--- src/rtl/mem_stage_pkg.sv ---
// Shared Y86-64 encodings for the memory stage: icodes, status codes,
// register sentinel and the bubble value of each pipeline-register field.
package mem_stage_pkg;

  localparam int unsigned DATA_BUS = 64;
  localparam int unsigned ADDR_BUS = 64;

  typedef enum logic [2:0] {
    SAOK = 3'd1,
    SHLT = 3'd2,
    SADR = 3'd3,
    SINS = 3'd4
  } stat_e;

  typedef enum logic [3:0] {
    IHALT   = 4'h0,
    INOP    = 4'h1,
    IRRMOVQ = 4'h2,
    IIRMOVQ = 4'h3,
    IRMMOVQ = 4'h4,
    IMRMOVQ = 4'h5,
    IOPQ    = 4'h6,
    IJXX    = 4'h7,
    ICALL   = 4'h8,
    IRET    = 4'h9,
    IPUSHQ  = 4'hA,
    IPOPQ   = 4'hB
  } icode_e;

  localparam logic [3:0] RNONE = 4'hF;

  localparam logic [2:0] BUBBLE_STAT  = SAOK;
  localparam logic [3:0] BUBBLE_ICODE = INOP;
  localparam logic [3:0] BUBBLE_REG   = RNONE;

  function automatic logic is_mem_read(input logic [3:0] icode);
    return (icode == IMRMOVQ) || (icode == IPOPQ) || (icode == IRET);
  endfunction

  function automatic logic is_mem_write(input logic [3:0] icode);
    return (icode == IRMMOVQ) || (icode == IPUSHQ) || (icode == ICALL);
  endfunction

  // POPQ and RET address the stack through the old %rsp carried in valA.
  function automatic logic uses_vala_addr(input logic [3:0] icode);
    return (icode == IPOPQ) || (icode == IRET);
  endfunction

endpackage

--- src/rtl/mem_stage_pipe_reg.sv ---
// Width-parameterised pipeline register with async reset, stall and bubble;
// reset and bubble both load the BUBBLE value, bubble wins over stall.
module pipe_reg
  import mem_stage_pkg::*;
#(
  parameter int unsigned    W      = 8,
  parameter logic [W-1:0]   BUBBLE = '0
) (
  input  logic         clk_i,
  input  logic         rst_i,
  input  logic         stall_i,
  input  logic         bubble_i,
  input  logic [W-1:0] d_i,
  output logic [W-1:0] q_o
);

  logic [W-1:0] data_d;
  logic [W-1:0] data_q;

  always_comb begin
    data_d = data_q;
    if (bubble_i) begin
      data_d = BUBBLE;
    end else if (!stall_i) begin
      data_d = d_i;
    end
  end

  always_ff @(posedge clk_i or posedge rst_i) begin
    if (rst_i) begin
      data_q <= BUBBLE;
    end else begin
      data_q <= data_d;
    end
  end

  assign q_o = data_q;

endmodule

--- src/rtl/mem_stage.sv ---
// Y86-64 memory stage: E->M register, data-RAM access decode, status merge,
// M->W register and the sticky architectural exception state.
module mem_stage
  import mem_stage_pkg::*;
#(
  parameter int unsigned DATA_W = DATA_BUS,
  parameter int unsigned ADDR_W = ADDR_BUS
) (
  input  logic              clk_i,
  input  logic              rst_i,
  input  logic [2:0]        e_stat_i,
  input  logic [3:0]        e_icode_i,
  input  logic [DATA_W-1:0] e_valE_i,
  input  logic [DATA_W-1:0] e_valA_i,
  input  logic [3:0]        e_dstE_i,
  input  logic [3:0]        e_dstM_i,
  input  logic              m_stall_i,
  input  logic              m_bubble_i,
  input  logic              w_stall_i,
  output logic              dmem_r_en_o,
  output logic              dmem_w_en_o,
  output logic [ADDR_W-1:0] dmem_addr_o,
  output logic [DATA_W-1:0] dmem_wdata_o,
  input  logic [DATA_W-1:0] dmem_rdata_i,
  input  logic              dmem_error_i,
  output logic [2:0]        m_stat_o,
  output logic [3:0]        m_icode_o,
  output logic [DATA_W-1:0] m_valE_o,
  output logic [DATA_W-1:0] m_valM_o,
  output logic [3:0]        m_dstE_o,
  output logic [3:0]        m_dstM_o,
  output logic [2:0]        W_stat_o,
  output logic [3:0]        W_icode_o,
  output logic [DATA_W-1:0] W_valE_o,
  output logic [DATA_W-1:0] W_valM_o,
  output logic [3:0]        W_dstE_o,
  output logic [3:0]        W_dstM_o,
  output logic [2:0]        cpu_stat_o
);

  // Both registers are {stat, icode, data, data, reg, reg}.
  localparam int unsigned PR_W = 3 + 4 + 2 * DATA_W + 4 + 4;
  localparam logic [PR_W-1:0] PR_BUBBLE =
    {BUBBLE_STAT, BUBBLE_ICODE, {DATA_W{1'b0}}, {DATA_W{1'b0}}, BUBBLE_REG, BUBBLE_REG};

  logic [PR_W-1:0]   m_reg;
  logic [2:0]        mr_stat;
  logic [3:0]        mr_icode;
  logic [DATA_W-1:0] mr_valE;
  logic [DATA_W-1:0] mr_valA;
  logic [3:0]        mr_dstE;
  logic [3:0]        mr_dstM;

  logic [PR_W-1:0]   w_next;
  logic [PR_W-1:0]   w_reg;
  logic              w_hold;

  logic              mem_rd;
  logic              mem_wr;
  logic              exc_d;
  logic              exc_q;

  pipe_reg #(
    .W      (PR_W),
    .BUBBLE (PR_BUBBLE)
  ) u_m_reg (
    .clk_i    (clk_i),
    .rst_i    (rst_i),
    .stall_i  (m_stall_i),
    .bubble_i (m_bubble_i),
    .d_i      ({e_stat_i, e_icode_i, e_valE_i, e_valA_i, e_dstE_i, e_dstM_i}),
    .q_o      (m_reg)
  );

  assign {mr_stat, mr_icode, mr_valE, mr_valA, mr_dstE, mr_dstM} = m_reg;

  always_comb begin
    mem_rd       = is_mem_read(mr_icode);
    mem_wr       = is_mem_write(mr_icode);
    dmem_r_en_o  = mem_rd & ~rst_i;
    // Stores must never commit behind or under an exception.
    dmem_w_en_o  = mem_wr & ~dmem_error_i & ~exc_q & ~rst_i
                 & (mr_stat == SAOK) & (W_stat_o == SAOK);
    dmem_addr_o  = ADDR_W'(uses_vala_addr(mr_icode) ? mr_valA : mr_valE);
    dmem_wdata_o = mr_valA;
    m_valM_o     = mem_rd ? dmem_rdata_i : '0;
    m_stat_o     = ((mem_rd | mem_wr) & dmem_error_i) ? SADR : mr_stat;
  end

  assign m_icode_o = mr_icode;
  assign m_valE_o  = mr_valE;
  assign m_dstE_o  = mr_dstE;
  assign m_dstM_o  = mr_dstM;

  assign w_hold = w_stall_i | exc_q;
  assign w_next = {m_stat_o, mr_icode, mr_valE, m_valM_o, mr_dstE, mr_dstM};

  pipe_reg #(
    .W      (PR_W),
    .BUBBLE (PR_BUBBLE)
  ) u_w_reg (
    .clk_i    (clk_i),
    .rst_i    (rst_i),
    .stall_i  (w_hold),
    .bubble_i (1'b0),
    .d_i      (w_next),
    .q_o      (w_reg)
  );

  assign {W_stat_o, W_icode_o, W_valE_o, W_valM_o, W_dstE_o, W_dstM_o} = w_reg;

  always_comb begin
    exc_d = exc_q;
    if (!w_hold && (m_stat_o != SAOK)) begin
      exc_d = 1'b1;
    end
  end

  always_ff @(posedge clk_i or posedge rst_i) begin
    if (rst_i) begin
      exc_q <= 1'b0;
    end else begin
      exc_q <= exc_d;
    end
  end

  // A bubble in W already carries AOK, so W's status is the CPU status.
  assign cpu_stat_o = W_stat_o;

endmodule

--- config.mk ---
export PLATFORM = sky130hd
export DESIGN_NAME = mem_stage
export DESIGN_NICKNAME = d
export VERILOG_FILES = /design/src/rtl/mem_stage_pkg.sv /design/src/rtl/mem_stage_pipe_reg.sv /design/src/rtl/mem_stage.sv
export SDC_FILE = /design/constraint.sdc
export NUM_CORES = 1
export LEC_CHECK = 0
export CORE_AREA = 2 2 244 246
export DETAILED_ROUTE_END_ITERATION = 8
export DIE_AREA = 0 0 246 248
export PLACE_DENSITY_LB_ADDON = 0.25
export REMOVE_ABC_BUFFERS = 1
export SLEW_MARGIN = 0
export SYNTH_ARGS = -nofsm -noshare
export SYNTH_HDL_FRONTEND = slang
export SYNTH_SLANG_ARGS = --single-unit
--- constraint.sdc ---
create_clock -name clk_i -period 29.1 [get_ports clk_i]
set_input_delay 4.365 -clock clk_i [delete_from_list [all_inputs] [get_ports clk_i]]
set_output_delay 4.365 -clock clk_i [all_outputs]
set_load 0.05 [all_outputs]
==> flow_summary.ini <==
[status]
status = finished, final reports clean

[synth]
synth_common_cells = nand2_1 (356), dfrtp_1 (267), buf_4 (157)
synth_seq_cells = 287
ys_types = 27
yosysMostFrequentCell = nand2_1
yosysTopAreaCell = dfrtp_1
yosysTopAreaCellShare_pct = 49.06
synth_area_mm2 = 0.01362
synth_edf_count = 0
syn_inst = 1374
synthTopCellsByArea = dfrtp_1 (49%), nand2_1 (9.8%), mux2i_1 (9.8%)
synthFlopType = dfrtp_1
synth_warnings = 0
ys_seq_area_share_pct = 52.92
syn_area_per_cell_um2 = 9.911
ys_async_sr_fraction_pct = 100.0

[timing]
setup_viol = 0
maxSlewViolCount = 0
relSlewSlack_pct = 26.07
setup_tns_ns = 0
hold_viol_final = 0
timing.fmax_mhz = 93.73
rsz0062_at_grt = false
finalCriticalPeriod_ns = 10.67
timing.final.crit_share_pct = 36.66
worst_slew_pin_slew_ns = 1.109
skew_ns = 0.01663

[worst_setup_path]
end_kind = primary output
critPathKind = in2out
worst_ep_arrival_time_ns = 6.30
critPathLaunch = rst_i
cp.required_ns = 24.73
r2r_start = exc_q
path_max_fanout = 3
start_kind = input pin
r2r_slack_ns = 26.59

[drt]
routedWlPerCell_um = 18.77
vias = 10950
ant_nets = 0
drc = 0
first_iter_violations = 431
wl_um = 49290
dr.pass1.iters = 4
viasPerCell = 4.168

[final_layout]
final_design_area_no_fill_mm2 = 0.02068
finalNetCount = 2041
multi_input_area_mm2 = 0.004949
num_antenna_cells = 0
drive_gt1_share_pct = 5.073
regArea_mm2 = 0.007207
syn_to_final_growth_pct = 51.84
fill_cells = 5948

[cts]
clkLatencyLatePin_ns = 0.53
post_cts.repair.setup_buffers = 0
clock-sinks = 287
path_clk_slew_ns = 0.05
cts_resized = 0
root_buffer = clkbuf_16
cts_tree = built
ctsHtreeMaxLevel = 2
cts_hold_buf = 0
cts_buffers = 36
cts_buffer_depth = 3

[global_routing]
grt_overflow_total = 0
grt_antenna_before_repair = 0
grt_pass1_wl_um = 71760
gr-usage-all-layers_pct = 15.42
grt_pass1_vias = 11070
grt_max_degree = 104

[floorplan]
coreArea_mm2 = 0.05846
start_util_pct = 23.29
die_h_um = 248
row_count = 89
ios = 632
die_area_mm2 = 0.06101
die_w_um = 246

[pwr]
p_leak_nw = 9.240
power_density_mw_per_mm2 = 82.43
ir_worst_vdd_v = 0.00006457

[run]
cap_viol_max_count = 0

[worst_hold_path]
worstHoldStart = u_w_reg.q_o[4]
hp-class = reg2reg

[place]
dp.final_hpwl_um = 35010
port_buffers = 631
place.gp.congestion = 0.8001
place_area_mm2 = 0.01953
## flip-flops by register name, indices dropped and copies added, names as in the netlist
signal	count
u_w_reg.q_o	143
u_m_reg.q_o	143
exc_q	1
## critical path, stage by stage
cell	delay, ns
clkdlybuf4s50_1	0.54
nor4b_1	0.36
o2111a_1	0.23
clkdlybuf4s50_1	0.80
## metal layers
metal	vias up	share of wire [%]	track usage, %
met2	424	48	26.44
met3	54	8.7	4.942
li1	5189	-	-
met1	5279	40	18.33
met4	0	2.6	4.742
met5	-	0	0
## cells by family (layout without fill, tap and decap cells)
kind of cell           after synthesis  count (layout)  synth area share (%)
AND/OR/NAND/NOR                    581             581                 17.72
flip-flops                         287             287                 52.92
buffers and inverters              227             706                 10.90
multiplexers                       197             197                 15.07
AO/OA/AOI/OAI                       82              82                 3.390
## cell usage in the layout, fill, tap and decap left out, types with 2 or more instances in the layout
| cell | synthesis | final |
|---|---|---|
| clkbuf_1 | 35 | 15 |
| mux2_1 | 60 | 60 |
| mux2i_1 | 133 | 133 |
| dfstp_2 | 20 | 20 |
| mux2_2 | 4 | 4 |
| clkbuf_16 | 0 | 37 |
| a211o_1 | 10 | 10 |
| nor2_1 | 140 | 139 |
| o21ai_0 | 55 | 55 |
| clkbuf_8 | 0 | 10 |
| o21ai_1 | 11 | 10 |
| nand2b_1 | 2 | 2 |
| clkdlybuf4s50_1 | 0 | 629 |
| nor4b_1 | 2 | 2 |
| nand2_1 | 356 | 356 |
| buf_4 | 157 | 12 |
| dfrtp_1 | 267 | 267 |
| a21oi_1 | 3 | 3 |
| nor2b_1 | 11 | 11 |
| and2_1 | 65 | 65 |
## final cells by class
| type | instances | area share (%) |
|---|---|---|
| sequential | 287 | 34.85 |
| inverter | 1 | 0.05446 |
| timing repair buffer | 642 | 30.95 |
| clock inverter | 2 | 0.1815 |
| multi-input combinational | 860 | 23.93 |
| tap | 773 | 4.677 |
| clock buffer | 61 | 5.349 |
## through the flow
step                      std cells  worst slack [ns]  total power, mW  hold slack [ns]  utilization (%)
final                          2626             18.43            1.704           0.4573            35.37
after global routing           2626             18.36            1.781           0.4700            35.37
after CTS                      2626             18.44            1.730           0.4594            35.37
after detailed placement       2563             18.45            1.282           0.4494            33.41
after global placement         2563             18.43            1.278           0.4470            33.41
after floorplan                1148             16.85           0.9814           0.5131                -
## where the power goes
group          internal [mW]  leakage, nW  total (mW)  switching, mW
Combinational          0.229         4.93       0.727          0.499
Sequential             0.487         3.76       0.541         0.0537
Clock                  0.266        0.553       0.436          0.171
Total                  0.982         9.24        1.70          0.723
## final timing paths
path                                    to  cells past startpoint
max in group asynchronous  u_m_reg.q_o[60]                      4
setup reg to reg           u_w_reg.q_o[99]                      5
setup / recovery               dmem_w_en_o                      4
hold / removal              u_w_reg.q_o[4]                      2
min in group asynchronous  u_w_reg.q_o[62]                      2
hold reg to reg             u_w_reg.q_o[4]                      2
(Power assumes the default switching activity.)
